===== src/rtl/level_peak_hold_pkg.sv =====
// Shared audio meter definitions: default widths, FSM encoding, full-scale helper.
package level_peak_hold_pkg;

    // Defaults shared with section_min_max and the level meter.
    localparam int          DEFAULT_WIDTH      = 16;
    localparam int          DEFAULT_HOLD_COUNT = 8;
    localparam int unsigned DEFAULT_DECAY_STEP = 32'h0000_0200;

    // Meter FSM: accept a pair, compute the new level, present it.
    typedef enum logic [1:0] {
        ST_IDLE = 2'd0,
        ST_CALC = 2'd1,
        ST_OUT  = 2'd2
    } meter_state_e;

    // Magnitude at or above which a section is flagged as clipping:
    // the largest positive two's-complement value, 2^(w-1) - 1.
    function automatic int unsigned full_scale(input int w);
        return (32'd1 << (w - 1)) - 32'd1;
    endfunction

endpackage


===== src/rtl/level_peak_hold_signed_abs.sv =====
// Combinational absolute value of a two's-complement word. The result is
// unsigned and one code wider in range, so the most negative input maps to
// 2^(width-1) without wrapping.
module signed_abs
    import level_peak_hold_pkg::*;
#(
    parameter int width = DEFAULT_WIDTH
) (
    input  logic [width-1:0] value_i,
    output logic [width-1:0] mag_o
);

    // Negate negative inputs; the unsigned reinterpretation keeps -2^(w-1) exact.
    always_comb begin
        mag_o = value_i[width-1] ? (~value_i + 1'b1) : value_i;
    end

endmodule


===== src/rtl/level_peak_hold.sv =====
// Peak-hold level meter: takes a section min/max pair, converts it to a
// magnitude, and tracks a level that jumps up to new peaks, holds for a
// number of sections, then decays linearly without undershooting the
// current section's magnitude.
module level_peak_hold
    import level_peak_hold_pkg::*;
#(
    parameter int          width      = DEFAULT_WIDTH,
    parameter int          hold_count = DEFAULT_HOLD_COUNT,
    parameter int unsigned decay_step = DEFAULT_DECAY_STEP
) (
    input  logic             clk,
    input  logic             reset,
    input  logic             i_valid,
    output logic             i_ready,
    input  logic [width-1:0] i_min_value,
    input  logic [width-1:0] i_max_value,
    output logic             o_valid,
    input  logic             o_ready,
    output logic [width-1:0] o_level,
    output logic             o_clip
);

    // hold_count + 2 keeps the counter at least one bit wide when hold_count is 0.
    localparam int               HCW         = $clog2(hold_count + 2);
    localparam logic [HCW-1:0]   HOLD_LOAD   = HCW'(hold_count);
    localparam logic [width-1:0] DECAY       = width'(decay_step);
    localparam logic [width-1:0] CLIP_THRESH = width'(full_scale(width));

    meter_state_e     state_q, state_d;
    logic [width-1:0] min_q, min_d;
    logic [width-1:0] max_q, max_d;
    logic [width-1:0] level_q, level_d;
    logic [HCW-1:0]   hold_q, hold_d;
    logic [width-1:0] o_level_q, o_level_d;
    logic             o_clip_q, o_clip_d;

    logic [width-1:0] abs_min;
    logic [width-1:0] abs_max;
    logic [width-1:0] mag;
    logic [width-1:0] decayed;

    signed_abs #(.width(width)) u_abs_min (
        .value_i (min_q),
        .mag_o   (abs_min)
    );

    signed_abs #(.width(width)) u_abs_max (
        .value_i (max_q),
        .mag_o   (abs_max)
    );

    // Section magnitude and the decayed level, floored at zero and at mag.
    always_comb begin
        mag     = (abs_min >= abs_max) ? abs_min : abs_max;
        decayed = (level_q > DECAY) ? (level_q - DECAY) : '0;
        if (decayed < mag) begin
            decayed = mag;
        end
    end

    // Next-state, capture and level update logic.
    always_comb begin
        state_d   = state_q;
        min_d     = min_q;
        max_d     = max_q;
        level_d   = level_q;
        hold_d    = hold_q;
        o_level_d = o_level_q;
        o_clip_d  = o_clip_q;
        case (state_q)
            ST_IDLE: begin
                if (i_valid) begin
                    min_d   = i_min_value;
                    max_d   = i_max_value;
                    state_d = ST_CALC;
                end
            end
            ST_CALC: begin
                if (mag >= level_q) begin
                    level_d = mag;
                    hold_d  = HOLD_LOAD;
                end else if (hold_q != '0) begin
                    hold_d = hold_q - 1'b1;
                end else begin
                    level_d = decayed;
                end
                o_level_d = level_d;
                o_clip_d  = (mag >= CLIP_THRESH);
                state_d   = ST_OUT;
            end
            ST_OUT: begin
                if (o_ready) begin
                    state_d = ST_IDLE;
                end
            end
            default: begin
                state_d = ST_IDLE;
            end
        endcase
    end

    // State registers; reset overrides any handshake in flight.
    always_ff @(posedge clk) begin
        if (reset) begin
            state_q   <= ST_IDLE;
            min_q     <= '0;
            max_q     <= '0;
            level_q   <= '0;
            hold_q    <= '0;
            o_level_q <= '0;
            o_clip_q  <= 1'b0;
        end else begin
            state_q   <= state_d;
            min_q     <= min_d;
            max_q     <= max_d;
            level_q   <= level_d;
            hold_q    <= hold_d;
            o_level_q <= o_level_d;
            o_clip_q  <= o_clip_d;
        end
    end

    // Handshake and output drive.
    always_comb begin
        i_ready = (state_q == ST_IDLE) && !reset;
        o_valid = (state_q == ST_OUT);
        o_level = o_level_q;
        o_clip  = o_clip_q;
    end

endmodule


===== config.mk =====
export PLATFORM = sky130hd
export DESIGN_NAME = level_peak_hold
export DESIGN_NICKNAME = d
export VERILOG_FILES = /design/src/rtl/level_peak_hold_pkg.sv /design/src/rtl/level_peak_hold_signed_abs.sv /design/src/rtl/level_peak_hold.sv
export SDC_FILE = /design/constraint.sdc
export NUM_CORES = 1
export LEC_CHECK = 0
export CAP_MARGIN = 40
export CORE_MARGIN = 2
export CORE_UTILIZATION = 53
export CTS_BUF_LIST = sky130_fd_sc_hd__clkbuf_4 sky130_fd_sc_hd__clkbuf_8
export DETAILED_ROUTE_END_ITERATION = 16
export PLACE_DENSITY_LB_ADDON = 0.1
export SYNTH_ARGS = -nofsm -noshare
export SYNTH_HDL_FRONTEND = slang
export SYNTH_SLANG_ARGS = --single-unit

===== constraint.sdc =====
create_clock -name clk -period 5.6 [get_ports clk]
set_input_delay 1.68 -clock clk [delete_from_list [all_inputs] [get_ports clk]]
set_output_delay 1.68 -clock clk [all_outputs]
set_load 0.05 [all_outputs]

==> impl_metrics.csv <==
group,metric,value,unit
setup_path,r2r-end,"o_level[12]",
timing,worst_slew_margin_rel,40.28,%
global_route,grt_util_met2,51.05,%
floorplanning,fp.dieW,95.73,um
synthesis,synthDistinctLibCells,60,
clock_network,clock_sinks,55,
placement,dp_hpwl,9735,um
hold_path,number_of_cells_on_the_worst_hold_path,2,
timing,period_share,104.5,%
power_and_ir_drop,post-layout-total-power,0.002719,W
clock_network,clkLatencyLatePin,0.32,ns
setup_path,worst_path_largest_cell_delay,0.48,ns
drt,detail_route.vias_per_cell,5.788,
synthesis,synth.net_count,671,
setup_path,criticalPathCategory,"flip-flop to flip-flop",
timing,setup-violations-final,19,
hold_path,min-delay-start,"min_q[9]",
synthesis,synth.yosys.seq_area_share,24.69,%
synthesis,number_of_cells_produced_by_synthesis,586,
synthesis,ys.flop_type,"dfxtp_1",
hold_path,min-delay-path-class,"flip-flop to flip-flop",
setup_path,worstReg2RegStart,"min_q[1]",
placement,placed_cells_incl_taps,784,
clock_network,cts_max_path_buffers,2,
drt,vias,4775,
finish,post-route-cell-area,6282,um^2
clock_network,cts_htree_levels,2,
clock_network,cts_tree,"built",
finish,filler_cell_count,613,
synthesis,syn_avg_cell_area,7.610,um^2
drt,routed_wirelength,13270,um
synthesis,postSynthRegisterBits,55,
global_route,globalRouteMet3Util,5.090,%
status,run_status,"finished with violations",
power_and_ir_drop,power.density,432.8,nW/um^2
drt,detailedRoute.firstIterationViolations,298,
global_route,grt_pass1_wl,21090,um
finish,area_delta_synth_final,40.88,%
synthesis,count_of_flip_flops_with_a_built_in_enable_after_synthesis,0,
finish,final-instance-count-excl-fill,825,
synthesis,synthTopCellsByCount,"nand2_1, dfxtp_1, a21oi_1",
timing,timing.fmax,170.9,MHz
finish,drive_gt1_share,27.92,%
synthesis,synth_top_cells_by_area,"dfxtp_1, ha_1, nand2_1",
synthesis,area_of_the_mapped_netlist,4459,um^2
setup_path,cp_max_fo,6,
clock_network,tritoncts.num_buffers,5,
setup_path,worst_setup_path_end_kind,"flip-flop",
floorplanning,floorplan.die_area,9163,um^2
placement,port_buffers,54,
timing,grt_setup_unrepaired,"yes",
synthesis,postSynth.asyncResetShare,0,%
synthesis,yosysMostFrequentCell,"nand2_1",
drt,wl_per_cell,16.09,um
global_route,grt_busiest_layer,"met2",
timing,worst_case_clock_skew,0.009926,ns
timing,finalCriticalPeriod,5.852,ns
placement,detailed_place.area,5589,um^2
clock_network,clk_root_buffer_cell,"clkbuf_8",
setup_path,r2r_slack,-0.25,ns
global_route,groute.layer.met1.usage,34.33,%
flow_run,drv_cap,0,
drt,dr.pass1.iters,5,
status,violations,"negative setup slack",
setup_path,critPathArrivalTime,6.10,ns
clock_network,cts_hold_buffers,0,
setup_path,crit_path_start_kind,"flip-flop",
global_route,overall_track_demand_over_capacity_in_global_routing,28.96,%
synthesis,yosys.area.top_type,"dfxtp_1",
drt,drt_drc_violations_left,0,
synthesis,yosys.area.top_type_share,24.69,%
floorplanning,core.rowCount,33,
floorplanning,core_region,8175,um^2
placement,place.gp.congestion,0.9772,
finish,fin_nets,804,
global_route,congestion_overflow_gr,0,
drt,drt.antenna.violating_nets,0,
timing,maxSlewViolCount,0,
finish,diodes,0,
timing,worst-slew-pin-transition,0.8939,ns
global_route,grt_start_max_net_pins,45,
timing,timing.final.hold_violations,0,
hold_path,worstHoldEndpoint,"min_q[9]",
setup_path,rr_worst_depth,27,
timing,post-route-worst-setup-slack,-0.2518,ns
setup_path,critical_path_required,5.85,ns
floorplanning,top_level_i_o_count,55,
clock_network,clkTransAtPathRegs,0.11,ns
setup_path,crit_path_top_delay_cell,"or4_4",
floorplanning,die_h,95.73,um
floorplanning,floorplan.initialDensity,54.55,%
placement,placement.setup.worst_slack,-0.4382,ns
global_route,first_global_vias,4643,
synthesis,yosys_warnings,0,
power_and_ir_drop,leakage,2.658,nW
power_and_ir_drop,vdd_drop_max,238.3,uV
global_route,initial_antenna_violation_count,0,
==> cells by family after synthesis <==
family                   synth area share (%)
flip-flops                              24.69
AND/OR/NAND/NOR                         23.99
multiplexers                            2.413
adder cells (fa/ha/maj)                 13.75
AO/OA/AOI/OAI                           22.19
buffers and inverters                   6.874
XOR/XNOR                                6.089
==> final cells by class <==
cell class                 count  area (um^2)  area share [%]
clock buffer                   6        76.32           1.215
clock inverter                 2        12.51          0.1992
inverter                      52        197.7           3.147
multi-input combinational    457         3457           55.03
sequential                    55         1105           17.59
tap                          105        131.4           2.091
timing repair buffer         148         1303           20.73
==> worst max path at each step <==
stage                     slack (ns)          end  startpoint  depth (start not counted)
final                          -0.25  o_level[12]    min_q[1]                         27
after global routing           -0.45   o_level[0]    min_q[2]                         25
after CTS                      -0.06   o_level[9]    min_q[1]                         27
after detailed placement       -0.44   o_level[9]    min_q[1]                         27
after global placement         -0.35   o_level[9]    min_q[3]                         26
after floorplan               -0.002  o_level[11]    min_q[0]                         29
==> worst max-delay path, delay by kind of cell, from the launching register on <==
kind	cells	cell delay [ns]
compound gates	6	1.24
xor+xnor	1	0.25
fa+ha+maj	3	0.62
buf+inv	5	0.57
flops	1	0.34
mux	1	0.25
simple gates	11	2.50
==> placed cells by master (no fill, tap or decap), drive strengths merged, types with 23 or more instances in the layout <==
cell and instances:
nand2 104, buf 95, dfxtp 55, clkdlybuf4s50 53
inv 52, a21oi 52, ha 49, nor2 27
o21ai 26, xor2 23
==> where the power goes <==
part           internal, W  switching, W
logic             0.000880       0.00114
clock network    0.0000928      0.000140
registers         0.000429     0.0000389
total              0.00140       0.00132
==> layer usage <==
metal | part of all wire, % | vias to the layer above
li1 | - | 2333
met1 | 41 | 2203
met2 | 50 | 186
met3 | 5.4 | 53
met4 | 3.9 | 0
met5 | 0 | -
==> repair_timing <==
item                                    4_1_cts  5_1_grt
cloned                                        2        0
resized for setup                            49       30
pin swaps                                    16        9
endpoints found under the setup margin       20       20
setup buffers                                25        9
endpoints found under the hold margin         0        0
==> through the flow <==
stage / utilization, % / hold slack (ns) / setup TNS, ns
final: 76.84 / 0.4851 / -3.630
after global routing: 76.84 / 0.5208 / -7.661
after CTS: 74.66 / 0.4895 / -0.3776
after detailed placement: 68.37 / 0.4751 / -7.101
after global placement: 67.85 / 0.4702 / -5.796
after floorplan: - / 0.4526 / -0.007210
==> state kept, by name (all words and copies together) (netlist names) <==
signal / count
hold_q: 4
o_level: 16
state_q: 2
max_q: 16
min_q: 16
o_clip: 1
(Power assumes the default switching activity.)
